===== src/rtl/snk68_pkg.sv =====
// Shared definitions for the SNK68 sound command latch.
// Holds the NMI pulse FSM state encoding and the fixed inter-pulse gap.
// No logic; imported by the latch top level.
package snk68_pkg;

  typedef enum logic [1:0] {
    IDLE  = 2'd0,
    PULSE = 2'd1,
    GAP   = 2'd2
  } nmi_state_t;

  // High time forced between two NMI pulses so the Z80 sees distinct edges.
  localparam int NMI_GAP_CYCLES = 2;

endpackage


===== src/rtl/snk68_edge_det.sv =====
// 1-bit strobe edge detector: single-cycle rise/fall pulses.
// Latency: pulses are combinational from d against a registered copy (0 cycles).
// Backpressure: none; one pulse per transition regardless of strobe length.
module snk68_edge_det (
  input  logic clk,
  input  logic reset,
  input  logic d,
  output logic rise,
  output logic fall
);

  logic d_q;

  // Previous-cycle copy of the qualifier.
  always_ff @(posedge clk) begin
    if (reset) d_q <= 1'b0;
    else       d_q <= d;
  end

  assign rise = d & ~d_q;
  assign fall = ~d & d_q;

endmodule


===== src/rtl/snk68_sound_latch.sv =====
// 68000 <-> Z80 command/reply latch bridge with Z80 NMI pulse generator.
// Latency: latches/flags update 1 cycle after the sampled event; NMI falls 2 cycles after the 68k write.
// Backpressure: none; commands overwrite (or, with SNK68_SNDLATCH_FIFO_EN, queue and drop when full).
module snk68_sound_latch
  import snk68_pkg::*;
#(
  parameter int NMI_CYCLES = 16,
  parameter int FIFO_DEPTH = 4
) (
  input  logic        clk,
  input  logic        reset,
  input  logic        m68k_latch_cs,
  input  logic [15:0] m68k_dout,
  input  logic        z80_latch_read_cs,
  output logic [7:0]  m68k_latch2_dout,
  input  logic        z80_latch_cs,
  input  logic        z80_rd_n,
  input  logic        z80_wr_n,
  input  logic [7:0]  z80_dout,
  output logic [7:0]  z80_latch_dout,
  output logic        z80_nmi_n,
  output logic        cmd_pending,
  output logic        reply_valid
);

  localparam int CNT_W = $clog2(NMI_CYCLES);
  localparam logic [CNT_W-1:0] PULSE_LOAD = CNT_W'(NMI_CYCLES - 1);
  localparam logic [CNT_W-1:0] GAP_LOAD   = CNT_W'(NMI_GAP_CYCLES - 1);

  // ---------------- access events ----------------
  logic z80_rd_act, z80_wr_act;
  logic wr68, wr68_fall, rdz, rdz_rise, wrz, wrz_fall, rd68, rd68_rise;

  assign z80_rd_act = z80_latch_cs & ~z80_rd_n;
  assign z80_wr_act = z80_latch_cs & ~z80_wr_n;

  snk68_edge_det u_ed_wr68 (.clk(clk), .reset(reset), .d(m68k_latch_cs),     .rise(wr68),      .fall(wr68_fall));
  snk68_edge_det u_ed_rdz  (.clk(clk), .reset(reset), .d(z80_rd_act),        .rise(rdz_rise),  .fall(rdz));
  snk68_edge_det u_ed_wrz  (.clk(clk), .reset(reset), .d(z80_wr_act),        .rise(wrz),       .fall(wrz_fall));
  snk68_edge_det u_ed_rd68 (.clk(clk), .reset(reset), .d(z80_latch_read_cs), .rise(rd68_rise), .fall(rd68));

  logic nmi_set;   // command path requests an NMI
  logic nmi_take;  // FSM consumes the pending request
  logic nmi_req;

  // ---------------- command path ----------------
`ifdef SNK68_SNDLATCH_FIFO_EN
  localparam int PTR_W = $clog2(FIFO_DEPTH);

  logic [7:0]       fifo_mem [FIFO_DEPTH];
  logic [PTR_W-1:0] rd_ptr, wr_ptr;
  logic [PTR_W:0]   count, count_nxt;
  logic [7:0]       last_pop;
  logic             fifo_empty, fifo_full, push, pop;

  assign fifo_empty = (count == '0);
  assign fifo_full  = (count == (PTR_W+1)'(FIFO_DEPTH));
  assign pop        = rdz & ~fifo_empty;
  // A simultaneous pop frees a slot, so a push into a full FIFO is kept then.
  assign push       = wr68 & (~fifo_full | pop);

  // Occupancy: push+pop together leaves the count unchanged.
  always_comb begin
    count_nxt = count;
    if (push & ~pop)      count_nxt = count + 1'b1;
    else if (pop & ~push) count_nxt = count - 1'b1;
  end

  // Storage array, written on accepted pushes.
  always_ff @(posedge clk) begin
    if (push) fifo_mem[wr_ptr] <= m68k_dout[15:8];
  end

  // Pointers, count and the last-popped byte shown when empty.
  always_ff @(posedge clk) begin
    if (reset) begin
      rd_ptr   <= '0;
      wr_ptr   <= '0;
      count    <= '0;
      last_pop <= 8'h00;
    end else begin
      if (push) wr_ptr <= wr_ptr + 1'b1;
      if (pop) begin
        last_pop <= fifo_mem[rd_ptr];
        rd_ptr   <= rd_ptr + 1'b1;
      end
      count <= count_nxt;
    end
  end

  // Every accepted command, and every pop that leaves work queued, asks for an NMI.
  assign nmi_set        = push | (pop & (count_nxt != '0));
  assign cmd_pending    = ~fifo_empty;
  assign z80_latch_dout = fifo_empty ? last_pop : fifo_mem[rd_ptr];
`else
  logic [7:0] cmd_reg;
  logic       cmd_pend_q;
  logic       unused_fifo_cfg;

  assign unused_fifo_cfg = (FIFO_DEPTH > 0);

  // Single command register; a new write beats a simultaneous read end.
  always_ff @(posedge clk) begin
    if (reset) begin
      cmd_reg    <= 8'h00;
      cmd_pend_q <= 1'b0;
    end else if (wr68) begin
      cmd_reg    <= m68k_dout[15:8];
      cmd_pend_q <= 1'b1;
    end else if (rdz) begin
      cmd_pend_q <= 1'b0;
    end
  end

  assign nmi_set        = wr68;
  assign cmd_pending    = cmd_pend_q;
  assign z80_latch_dout = cmd_reg;
`endif

  // ---------------- reply path ----------------
  logic [7:0] reply_reg;
  logic       reply_vld_q;

  // Reply register; a new Z80 write beats a simultaneous 68k read end.
  always_ff @(posedge clk) begin
    if (reset) begin
      reply_reg   <= 8'h00;
      reply_vld_q <= 1'b0;
    end else if (wrz) begin
      reply_reg   <= z80_dout;
      reply_vld_q <= 1'b1;
    end else if (rd68) begin
      reply_vld_q <= 1'b0;
    end
  end

  assign m68k_latch2_dout = reply_reg;
  assign reply_valid      = reply_vld_q;

  // ---------------- NMI generator ----------------
  nmi_state_t       state, state_nxt;
  logic [CNT_W-1:0] cnt, cnt_nxt;

  // Pending NMI request; a new request wins over consumption in the same cycle.
  always_ff @(posedge clk) begin
    if (reset)         nmi_req <= 1'b0;
    else if (nmi_set)  nmi_req <= 1'b1;
    else if (nmi_take) nmi_req <= 1'b0;
  end

  // FSM state and shared pulse/gap counter.
  always_ff @(posedge clk) begin
    if (reset) begin
      state <= IDLE;
      cnt   <= '0;
    end else begin
      state <= state_nxt;
      cnt   <= cnt_nxt;
    end
  end

  // Next state: low pulse of NMI_CYCLES, then a fixed high gap. A request
  // waiting at the end of the gap starts the next pulse directly, giving the
  // minimum period of NMI_CYCLES + gap.
  always_comb begin
    state_nxt = state;
    cnt_nxt   = cnt;
    nmi_take  = 1'b0;
    case (state)
      IDLE: begin
        if (nmi_req) begin
          state_nxt = PULSE;
          cnt_nxt   = PULSE_LOAD;
          nmi_take  = 1'b1;
        end
      end
      PULSE: begin
        if (cnt == '0) begin
          state_nxt = GAP;
          cnt_nxt   = GAP_LOAD;
        end else begin
          cnt_nxt = cnt - 1'b1;
        end
      end
      GAP: begin
        if (cnt != '0) begin
          cnt_nxt = cnt - 1'b1;
        end else if (nmi_req) begin
          state_nxt = PULSE;
          cnt_nxt   = PULSE_LOAD;
          nmi_take  = 1'b1;
        end else begin
          state_nxt = IDLE;
        end
      end
      default: state_nxt = IDLE;
    endcase
  end

  assign z80_nmi_n = (state != PULSE);

  logic unused_sig;
  assign unused_sig = &{1'b0, m68k_dout[7:0], wr68_fall, rdz_rise, wrz_fall, rd68_rise};

endmodule


===== config.mk =====
export PLATFORM = sky130hd
export DESIGN_NAME = snk68_sound_latch
export DESIGN_NICKNAME = d
export VERILOG_FILES = /design/src/rtl/snk68_pkg.sv /design/src/rtl/snk68_edge_det.sv /design/src/rtl/snk68_sound_latch.sv
export SDC_FILE = /design/constraint.sdc
export NUM_CORES = 1
export LEC_CHECK = 0
export CORE_AREA = 2 2 50 70
export DETAILED_ROUTE_END_ITERATION = 6
export DIE_AREA = 0 0 52 72
export GPL_TIMING_DRIVEN = 1
export PLACE_DENSITY = 0.75
export SLEW_MARGIN = 20
export SYNTH_ARGS = -nofsm -noshare
export SYNTH_HDL_FRONTEND = slang
export SYNTH_SLANG_ARGS = --single-unit

===== constraint.sdc =====
create_clock -name clk -period 1.89 [get_ports clk]
set_input_delay 0.2835 -clock clk [delete_from_list [all_inputs] [get_ports clk]]
set_output_delay 0.2835 -clock clk [all_outputs]
set_load 0.05 [all_outputs]

==> flow_results.org, run 1 <==
** Run status
- Outcome :: finished clean

** Clock tree
- Clock Path Buffers :: 2
- CTS placed an instance of sky130_fd_sc_hd__clkbuf_8 at the clock tree root.
- After clock tree synthesis, the clock-pin slew on the worst setup and hold paths is 60 ps.
- Clock tree synthesis inserted a total of 5 buffers.
- H-tree level count :: 2
- Post-CTS repair changed the size of 0 cells.
- For this design, the sink count on the clock tree is 29.
- Post-cts hold buffer count :: 0
- The later pin in the worst-skew pair is clocked with a latency of 280 ps.
- CTS tree :: done
- Number of setup buffers added after CTS :: 0

** Die
- Die H :: 72 um
- Initial cell density of the core :: 40.5%
- In this run the horizontal extent of the chip is 52 um.
- Overall die area :: 0.00374 mm^2
- Core region area :: 0.00309 mm^2
- Number of I/O pins :: 50
- Num rows :: 24

** Timing
- Worst slew margin :: 63.2%
- For the finished layout, the period the worst path requires is 1720 ps.
- The clock arrives with 5.52 ps of skew.
- Final hold violations :: 0
- Total of endpoints with negative setup slack in the final report :: 0
- Final cycle utilization of the critical path :: 91.1%
- Setup ws final :: 169 ps
- RSZ-0062 raised after global routing :: no
- The number of max-slew violations in the final report was 0.
- Setup TNS :: 0 ps
- For this run, the top clock speed supported by timing is 581 MHz.
- Pin slew with the least headroom to its limit :: 551 ps

** Critical path
- At the worst endpoint, the required time is 1610 ps.
- Worst reg2reg setup slack :: 230 ps
- Total buffers and inverters traversed by the critical path :: 1
- Worst path arrival time :: 1440 ps
- Peak per-stage delay on the critical path :: 810 ps
- Walking the worst path, the cells encountered are clkdlybuf4s50_1.
- Along the worst path, the maximum fanout reaches 2.
- Critical path's slowest cell :: sky130_fd_sc_hd__clkdlybuf4s50_1
- Worst setup EP type :: output pin
- The worst setup path is of the flip-flop to output pin kind.
- In this run the critical register-to-register path is captured at cnt[0].
- Kind of start point of the critical path :: flip-flop
- The number of cells on the worst reg-to-reg path is 6.
- Reg-to-reg critical path startpoint :: state[1]
- Cell family with the largest share of critical-path delay :: buffers and inverters

** Finish
- The number of antenna diodes in the final layout is 0.
- Count of placed standard cells in the final layout, fillers left out :: 226
- The post-route netlist has 7.49% of its cells at a drive strength greater than 1.
- Filler instances :: 288
- The area growth from synthesis to layout is 43.8%.
- The net count of the finished layout is 224.
- After routing the design area is 0.00180 mm^2.

** Run
- Maxcap violations :: 0

** Synth
- For this run, the leading register cell type out of synthesis is sky130_fd_sc_hd__dfxtp_1.
- Number of flops mapped to enable cells by yosys :: 0
- Post-synthesis sequential element count :: 29
- Yosys warning total :: 0
- The cell count after synthesis came out at 141.
- The biggest area contributor in the post-synthesis netlist is sky130_fd_sc_hd__dfxtp_1.
- Average cell area after synthesis :: 8.87 um^2
- Syn_nets :: 179
- Area contributors post-synth :: sky130_fd_sc_hd__dfxtp_1, sky130_fd_sc_hd__ha_1, sky130_fd_sc_hd__nor2_1, sky130_fd_sc_hd__mux2i_1, sky130_fd_sc_hd__nand2_1
- Area fraction of the dominant cell type after synthesis :: 46.4%
- Distinct cell type count of the synthesized netlist :: 33
- For this run, asynchronously set or reset flops after synthesis account for 0%.
- Share of the yosys chip area belonging to registers :: 46.4%
- Mapped cell area :: 0.00125 mm^2

** Placed design
- DP Worst Slack :: 236 ps
- At the end of routability-driven placement, the weighted congestion stood at 0.793.
- Counting tap cells, the placed design contains a total of 218 instances.
- Area post-placement :: 0.00172 mm^2
- IO buf count :: 41
- The HPWL after detailed placement is 2.11 mm.

** Worst hold path
- The path with the worst hold slack has its endpoint at z80_latch_dout[0].
- Worst hold-check path type :: flip-flop to flip-flop
- Worst Hold Depth :: 2
- In this run the most critical hold path is launched from z80_latch_dout[0].

** GRT
- Initial antenna violation count :: 0
- Entering global routing, the biggest net connects 16 pins.
- Vias in the first global route :: 1179
- Global-route usage over all layers :: 17.9%
- Gr ovfl total :: 0
- The first global-routing pass estimated 5.11 mm of wire.

** Route
- The first detailed-routing pass ran for 4 iterations.
- For this block, the routed nets add up to 2.83 mm of wire.
- DRC violations left :: 0
- Via count :: 1143
- Vias per inst :: 5.06
- In this run, the number of DRC markers left after iteration 0 of detailed routing was 19.
- In the final routed layout, each cell accounts on average for 12.5 um.
- ANT nets after route :: 0

** Power and ir drop
- In this run the static leakage power is 0.687 nW.
- Ratio of total power to cell area :: 1030 mW/mm^2
- The design draws 1.86 mW.
- Across the VDD grid, the largest voltage drop is 0.000568 V.
sequential cells by signal, summed over array words and instances (netlist names):
register	cells
cmd_pending	1
cnt	4
m68k_latch2_dout	8
nmi_req	1
reply_valid	1
state	2
u_ed_rd68.d_q	1
u_ed_rdz.d_q	1
u_ed_wr68.d_q	1
u_ed_wrz.d_q	1
z80_latch_dout	8
area by class of cell:
cell class              count  area, um^2  area share [%]
flip-flops and latches     29         581            32.3
multi-input cells         101         629            35.0
clock buffers               6        72.6            4.03
well taps                  39        48.8            2.71
repair buffers             43         435            24.2
clock inverters             2        10.0           0.556
inverters                   6        22.5            1.25
logic make-up after synthesis:
group                      share of synthesized area [%]
DFF                                                 46.4
and+or+nand+nor                                     23.4
adders and majority gates                           7.00
muxes                                               6.40
buffers and inverters                               3.30
AOI/OAI and AO/OA                                   13.5
Yosys cell counts (2+ instances only):
master / instances
sky130_fd_sc_hd__dfxtp_1: 29
sky130_fd_sc_hd__nand2_1: 19
sky130_fd_sc_hd__nor2_1: 22
sky130_fd_sc_hd__buf_1: 2
sky130_fd_sc_hd__inv_1: 6
sky130_fd_sc_hd__clkbuf_1: 3
sky130_fd_sc_hd__a21oi_1: 12
sky130_fd_sc_hd__nor2b_1: 5
sky130_fd_sc_hd__ha_1: 7
sky130_fd_sc_hd__nand2b_1: 4
sky130_fd_sc_hd__mux2i_1: 8
sky130_fd_sc_hd__nand3b_1: 3
per-stage QoR:
stage / util, % / hold WS, ps
3_5_place_dp: 55.5 / 450
2_1_floorplan: - / 412
4_1_cts: 58.2 / 463
5_1_grt: 58.2 / 494
6_report: 58.2 / 458
3_3_place_gp: 55.5 / 443
how the worst max path moves through the flow:
stage	start	endpoint	slack, ps	cells after the start
floorplan	state[0]	cnt[0]	400	6
global placement	m68k_latch_cs	z80_latch_dout[1]	300	4
detailed placement	state[0]	cnt[0]	240	6
CTS	m68k_latch2_dout[0]	m68k_latch2_dout[0]	160	1
global route	state[1]	cnt[0]	80	6
finish	m68k_latch2_dout[0]	m68k_latch2_dout[0]	170	1
tightest hold or removal path, cell delays in order (launching register included):
cell and delay [ps]:
sky130_fd_sc_hd__dfxtp_1 310, sky130_fd_sc_hd__nand2_1 50, sky130_fd_sc_hd__a21oi_1 50
placed cells by master (no fill, tap or decap), types with 2 or more instances in the layout:
| cell | count |
|---|---|
| sky130_fd_sc_hd__dfxtp_1 | 29 |
| sky130_fd_sc_hd__ha_1 | 7 |
| sky130_fd_sc_hd__nand2b_1 | 4 |
| sky130_fd_sc_hd__clkinv_2 | 2 |
| sky130_fd_sc_hd__nand3b_1 | 3 |
| sky130_fd_sc_hd__buf_4 | 2 |
| sky130_fd_sc_hd__nand2_1 | 19 |
| sky130_fd_sc_hd__clkbuf_8 | 5 |
| sky130_fd_sc_hd__a21oi_1 | 12 |
| sky130_fd_sc_hd__nor2b_1 | 5 |
| sky130_fd_sc_hd__clkdlybuf4s50_1 | 40 |
| sky130_fd_sc_hd__inv_1 | 6 |
| sky130_fd_sc_hd__mux2i_1 | 8 |
| sky130_fd_sc_hd__nor2_1 | 22 |
where the power goes:
group | internal (mW) | leakage, nW | switching [mW]
registers | 0.676 | 0.238 | 0.0630
logic | 0.285 | 0.404 | 0.351
clock network | 0.254 | 0.0450 | 0.229
layer usage:
metal	vias to the layer above	part of all wire [%]	global-route usage, %
met5	-	0	0
met1	533	40	20.8
met3	6	6.3	5.14
met4	0	2.3	9.36
met2	39	52	29.4
li1	565	-	-
No activity file was read; power rests on OpenSTA's default activity.
==> inputs of run 2 (changes only) <==
MAX_ROUTING_LAYER = met4   (was unset)
==> flow_results.org, run 2 (synthesis results as in run 1) <==
** Finish
- Fraction of the core area covered by cells at the end of the flow :: 58.2% (unchanged)
- Count of antenna diodes in the layout :: 0 (unchanged)
- Count of placed standard cells in the final layout, fillers left out :: 226 (unchanged)
- Leaving out fill and tap cells, the most frequent cell in the layout is sky130_fd_sc_hd__clkdlybuf4s50_1.
- Leaving out fill and tap cells, the most frequent cells in the layout are sky130_fd_sc_hd__clkdlybuf4s50_1, sky130_fd_sc_hd__dfxtp_1, sky130_fd_sc_hd__nor2_1.
- The cell area after layout was 0.00180 mm^2 (unchanged).
- The fraction of final layout cells with drive strength greater than 1 was 7.49% (unchanged).
- Filler instances :: 278 (-3.5%)
- Nets :: 224 (unchanged)
- The signed area change from the synthesized netlist to the final layout is 43.8% (unchanged).

** Critical path
- The path depth of the worst reg2reg path came to 6 (unchanged).
- Startpoint-to-endpoint class of the critical path :: flip-flop to flip-flop
- Kind of start point of the critical path :: flip-flop
- In this run the worst setup path begins at state[1].
- The data arrival at the endpoint of the critical path came to 1930 ps (+490 ps).
- Worst reg2reg setup slack :: 160 ps (-70 ps)
- Series of cell instances along the critical path :: inv_1 > ha_1 > and2b_1 > o21ai_1 > a32o_1 > a211oi_2
- In this run the critical register-to-register path is launched from state[1].
- Critical path's slowest cell :: sky130_fd_sc_hd__dfxtp_1
- Critical path peak fanout :: 7 (+5)
- STA classifies the critical path endpoint as a flip-flop.
- Critical path required time :: 2090 ps (+480 ps)
- Reg2Reg Capture Point :: cnt[0]
- Peak per-stage delay on the critical path :: 420 ps (-390 ps)

** Route
- DRC violations left :: 0 (unchanged)
- The post-detailed-route count of antenna-violating nets is 0 (unchanged).
- Count of TritonRoute iterations in the first routing pass :: 4 (unchanged)
- Routed len/inst :: 13.1 um (+4.7%)
- The number of vias per cell after detailed routing came to 5.04 (-0.35%).
- The total wire length after detailed routing is 2.96 mm (+4.7%).
- Initial drt markers :: 9 (-10)
- The via count came to 1139 (-0.35%).

** Clock tree
- Clock Tree Root :: sky130_fd_sc_hd__clkbuf_8
- TritonCTS built the clock tree.
- Post-cts hold buffer count :: 0 (unchanged)
- The number of buffers added for setup after CTS is 0 (unchanged).
- The clock-pin slew on the worst setup and hold paths came to 60 ps (about the same).
- H-tree level count :: 2 (unchanged)
- Number of buffers inserted during clock tree synthesis :: 5 (unchanged)
- The worst-case clock buffer depth is 2 (unchanged).
- Total number of clock tree sinks :: 29 (unchanged)
- Clock network latency to the later pin of the worst-skew pair :: 280 ps (about the same)
- The number of instances resized during post-cts repair was 0 (unchanged).

** Timing
- The worst-case headroom to the max-slew limit is 61.3% (-1.9 points).
- Setup ws final :: 159 ps (-9.94 ps)
- Setup TNS :: 0 ps (unchanged)
- Final Skew :: 5.26 ps (-0.263 ps)
- Setup repair after global routing left no endpoint under its margin.
- Worst hold slack :: 460 ps (+1.92 ps)
- The number of hold violations in the final report came to 0 (unchanged).
- Total of endpoints with negative setup slack in the final report :: 0 (unchanged)
- Final cycle utilization of the critical path :: 91.6% (+0.53 points)
- Max Clk Rate :: 578 MHz (-0.57%)
- The number of max-slew violations in the final report came to 0 (unchanged).
- The final critical delay including setup and external delays came to 1730 ps (+9.94 ps).
- Pin slew with the least headroom to its limit :: 579 ps (+27.9 ps)

** Worst hold path
- The cell depth of the worst hold path was 2 (unchanged).
- The worst hold path terminates at z80_latch_dout[2].
- In this run the most critical hold path is launched from z80_latch_dout[2].
- In this run the worst hold path is classified as flip-flop to flip-flop.

** Placed design
- Estimated wirelength of the detail-placed design :: 2.27 mm (+7.7%)
- IO buf count :: 41 (unchanged)
- Post-Place Cells :: 218 (unchanged)
- DP Worst Slack :: 221 ps (-14.7 ps)
- Final weighted congestion of routability-driven global placement :: 0.803 (+1.4%)
- Area post-placement :: 0.00172 mm^2 (unchanged)

** Die
- Initial cell density of the core :: 40.5% (unchanged)
- The row count was 24 (unchanged).
- The area of the die came to 0.00374 mm^2 (unchanged).
- The standard cell core area came to 0.00309 mm^2 (unchanged).
- The x dimension of the die is 52 um (unchanged).
- Die H :: 72 um (unchanged)
- Number of I/O pins :: 50 (unchanged)

** Power and ir drop
- Power consumption :: 1.87 mW (+0.80%)
- Worst IR drop on VDD :: 0.000845 V (+49%)
- The cell leakage power was 0.687 nW (unchanged).
- The power density over the cells is 1040 mW/mm^2 (+0.80%).

** GRT
- The initial antenna violation count was 0 (unchanged).
- Largest net degree at the start of global routing :: 21 (+5)
- The overall overflow remaining after global route was 0 (unchanged).
- Vias in the first global route :: 1186 (+0.59%)
- Global-route usage over all layers :: 18.6% (+0.69 points)
- The first-pass GRT wire length was 5.07 mm (-0.80%).

** Run
- Maxcap violations :: 0 (unchanged)

** Run status
- The run finished with clean final reports.
==> run 2: cell counts in the layout (fill, tap and decap cells not counted) <==
No cell type changed its count.
==> run 2: metal layers <==
metal  track usage (%)  part of all wire, %  up-vias
met2              32.6                   55       35
li1                  -                    -      568
met4              9.06                  2.3        0
met1              18.2                   37      529
met5                 -                    0        -
met3              5.56                  5.8        7
==> run 2: worst max path at each step <==
stage                     slack [ps]      to  cells past startpoint
after detailed placement         220  cnt[0]                      6
after global routing              60  cnt[0]                      6
after global placement           300  cnt[0]                      6
final                            160  cnt[0]                      6
after floorplan                  400  cnt[0]                      6
after CTS                        150  cnt[0]                      6
==> run 2: power by group <==
part / total, mW / internal [mW] / switching (mW)
Combinational: 0.650 / 0.287 / 0.363
Clock: 0.482 / 0.254 / 0.228
Sequential: 0.741 / 0.676 / 0.0646
==> run 2: area by class of cell <==
cell class	instances	area, um^2	area share, %
clock inverters	2	10.0	0.556
well taps	39	48.8	2.71
inverters	6	22.5	1.25
clock buffers	6	72.6	4.03
flip-flops and latches	29	581	32.3
multi-input cells	101	629	35.0
repair buffers	43	435	24.2
==> run 2: critical path: cells and delay by family, from the launching register on <==
| family | cells | cell delay [ps] |
|---|---|---|
| AO/OA/AOI/OAI | 3 | 530 |
| adder cells (fa/ha/maj) | 1 | 330 |
| buffers and inverters | 1 | 90 |
| flip-flops | 1 | 420 |
| AND/OR/NAND/NOR | 1 | 280 |
==> inputs of run 3 (changes only) <==
PLACE_DENSITY = 0.79   (was 0.75)
SLEW_MARGIN = 40   (was 20)
==> flow_results.org, run 3 (synthesis results as in run 1) <==
** Die
- The area of the die was 0.00374 mm^2 (unchanged).
- The die height was 72 um (unchanged).
- Number of I/O pins :: 50 (unchanged)
- The starting density of the core came to 40.5% (unchanged).
- DIE WIDTH :: 52 um (unchanged)
- The row count was 24 (unchanged).
- The standard cell core area is 0.00309 mm^2 (unchanged).

** Critical path
- The required time at the worst-slack endpoint is 1610 ps (-480 ps).
- The data arrival at the endpoint of the critical path was 1440 ps (-490 ps).
- Series of cell instances along the critical path :: clkdlybuf4s50_1
- The maximum single-stage delay on the critical path came to 820 ps (+400 ps).
- Worst setup EP type :: output pin
- Worst reg2reg setup slack :: 200 ps (+40 ps)
- Total buffers and inverters traversed by the critical path :: 1 (unchanged)
- Cell family with the largest share of critical-path delay :: buffers and inverters
- The maximum fanout count along the critical path came to 2 (-5).
- Startpoint-to-endpoint class of the critical path :: flip-flop to output pin
- Critical path's slowest cell :: sky130_fd_sc_hd__clkdlybuf4s50_1
- The worst setup path is launched from a flip-flop.

** Route
- The remaining design rule violation count was 0 (unchanged).
- Routed wire length :: 2.88 mm (-2.8%)
- The total iterations of the first detailed-routing run was 4 (unchanged).
- Routed len/inst :: 12.7 um (-2.8%)
- The post-detailed-route count of antenna-violating nets is 0 (unchanged).
- Vias per inst :: 4.95 (-1.8%)
- Initial drt markers :: 16 (+7)
- Via count :: 1118 (-1.8%)

** Finish
- Nets :: 224 (unchanged)
- Most frequent cells in the layout :: sky130_fd_sc_hd__clkdlybuf4s50_1, sky130_fd_sc_hd__dfxtp_1, sky130_fd_sc_hd__nor2_1
- Multi-input gate area :: 629 um^2 (unchanged)
- Total area of sequential cells :: 581 um^2 (unchanged)
- The library cell used most frequently in the layout, excluding fill and tap cells, is sky130_fd_sc_hd__clkdlybuf4s50_1.
- The number of filler cells placed in the layout is 270 (-2.9%).
- Fraction of layout instances using a drive strength above 1 :: 8.02% (+0.53 points)
- The antenna cell count is 0 (unchanged).
- Synthesis-to-finish area growth :: 45.3%
- Final instance area :: 0.00182 mm^2 (+1.0%)

** Clock tree
- The total clock buffers created by CTS was 5 (unchanged).
- Clock Path Buffers :: 2 (unchanged)
- Post-cts hold buffer count :: 0 (unchanged)
- The number of clock sinks was 29 (unchanged).
- CTS tree :: done
- The number of instances resized during post-cts repair came to 0 (unchanged).
- Number of setup buffers added after CTS :: 0 (unchanged)
- The clock latency on the worst-skew pair is 280 ps (about the same).
- The clock-pin slew on the worst setup and hold paths came to 60 ps (about the same).
- H-tree level count :: 2 (unchanged)
- The root buffer cell chosen for the clock tree is sky130_fd_sc_hd__clkbuf_8.

** Timing
- Final hold violations :: 0 (unchanged)
- The worst clock skew is 2.38 ps (-2.89 ps).
- The slew at the pin closest to its max-slew limit came to 526 ps (-52.6 ps).
- The number of max-slew violations in the final report came to 0 (unchanged).
- Setup TNS :: 0 ps (unchanged)
- The maximum achievable frequency came to 579 MHz (+0.19%).
- Worst slew margin :: 64.8% (+3.5 points)
- The final count of negative-setup-slack endpoints is 0 (unchanged).
- The final critical delay including setup and external delays came to 1730 ps (-3.33 ps).
- Final cycle utilization of the critical path :: 91.4% (-0.18 points)
- RSZ-0062 raised after global routing :: no

** GRT
- Initial antenna violation count :: 0 (unchanged)
- The maximum number of pins on one net before global-route repair was 27 (+29%).
- The first-pass GRT wire length is 4.81 mm (-5.2%).
- The overall overflow remaining after global route came to 0 (unchanged).
- The aggregate global-route resource usage was 17.6% (-1.1 points).
- The via count of the first global-routing pass came to 1159 (-2.3%).

** Placed design
- Area post-placement :: 0.00172 mm^2 (unchanged)
- Final weighted congestion of routability-driven global placement :: 0.879 (+9.4%)
- The HPWL after detailed placement is 2.24 mm (-1.3%).
- The number of I/O port buffers was 41 (unchanged).

** Power and ir drop
- Ratio of total power to cell area :: 1060 mW/mm^2 (+2.1%)
- Comb pwr share :: 33.1% (-1.6 points)
- Clock Power Share :: 28.8% (+3.1 points)
- Net Sw Power :: 0.643 mW (-1.9%)
- Worst IR drop on VDD :: 0.000822 V (-2.7%)
- Power consumption :: 1.93 mW (+3.2%)
- Sequential Power Share :: 38.1% (-1.4 points)
- LEAKAGE :: 0.696 nW (+1.4%)
- The internal power was 1.29 mW (+5.9%).
- The switching share of power came to 33.3% (-1.7 points).

** Run status
- Outcome :: finished clean

** Run
- The reported max-cap violation count is 0 (unchanged).

** Worst hold path
- The path class of the tightest hold or removal check is flip-flop to flip-flop.
## run 3: cell count changes in the layout (fill, tap and decap cells not counted), sizes merged
| cell | before | now |
|---|---|---|
| clkinv | 2 | 1 |
| clkbuf | 6 | 7 |
## run 3: path summary, 6_finish.rpt
kind | startpoint | end | cells past startpoint
max | m68k_latch2_dout[7] | m68k_latch2_dout[7] | 1
min | z80_latch_dout[6] | z80_latch_dout[6] | 2
max reg2reg | state[1] | cnt[0] | 6
min reg2reg | z80_latch_dout[6] | z80_latch_dout[6] | 2
## run 3: metal layers
| layer | global-route usage [%] | vias up | wire length, um |
|---|---|---|---|
| met5 | - | - | 0 |
| li1 | - | 564 | - |
| met1 | 17.1 | 507 | 1050 |
| met2 | 29.4 | 38 | 1550 |
| met4 | 10.5 | 0 | 88 |
| met3 | 5.97 | 9 | 191 |
## run 3: power by group through the flow
stage               clock network, mW  registers, mW  logic [mW]
floorplan                           0          0.809       0.380
global placement                    0          0.745       0.613
detailed placement                  0          0.749       0.640
CTS                             0.580          0.737       0.643
global route                    0.597          0.748       0.702
finish                          0.557          0.737       0.639
## run 3: metrics by stage
| step | setup WS (ps) | hold slack [ps] | utilization (%) | cells |
|---|---|---|---|---|
| 6_report | 162 | 461 | 58.8 | 226 |
| 3_3_place_gp | 297 | 443 | 55.5 | 218 |
| 5_1_grt | 63.7 | 483 | 58.8 | 226 |
| 2_1_floorplan | 403 | 412 | - | 141 |
| 4_1_cts | 136 | 463 | 58.8 | 226 |
| 3_5_place_dp | 232 | 455 | 55.5 | 218 |
## run 3: layout make-up
class / count / area share [%]
multi-input cells: 101 / 34.6
flip-flops and latches: 29 / 31.9
repair buffers: 43 / 24.0
clock buffers: 7 / 5.30
well taps: 39 / 2.68
inverters: 6 / 1.24
clock inverters: 1 / 0.275
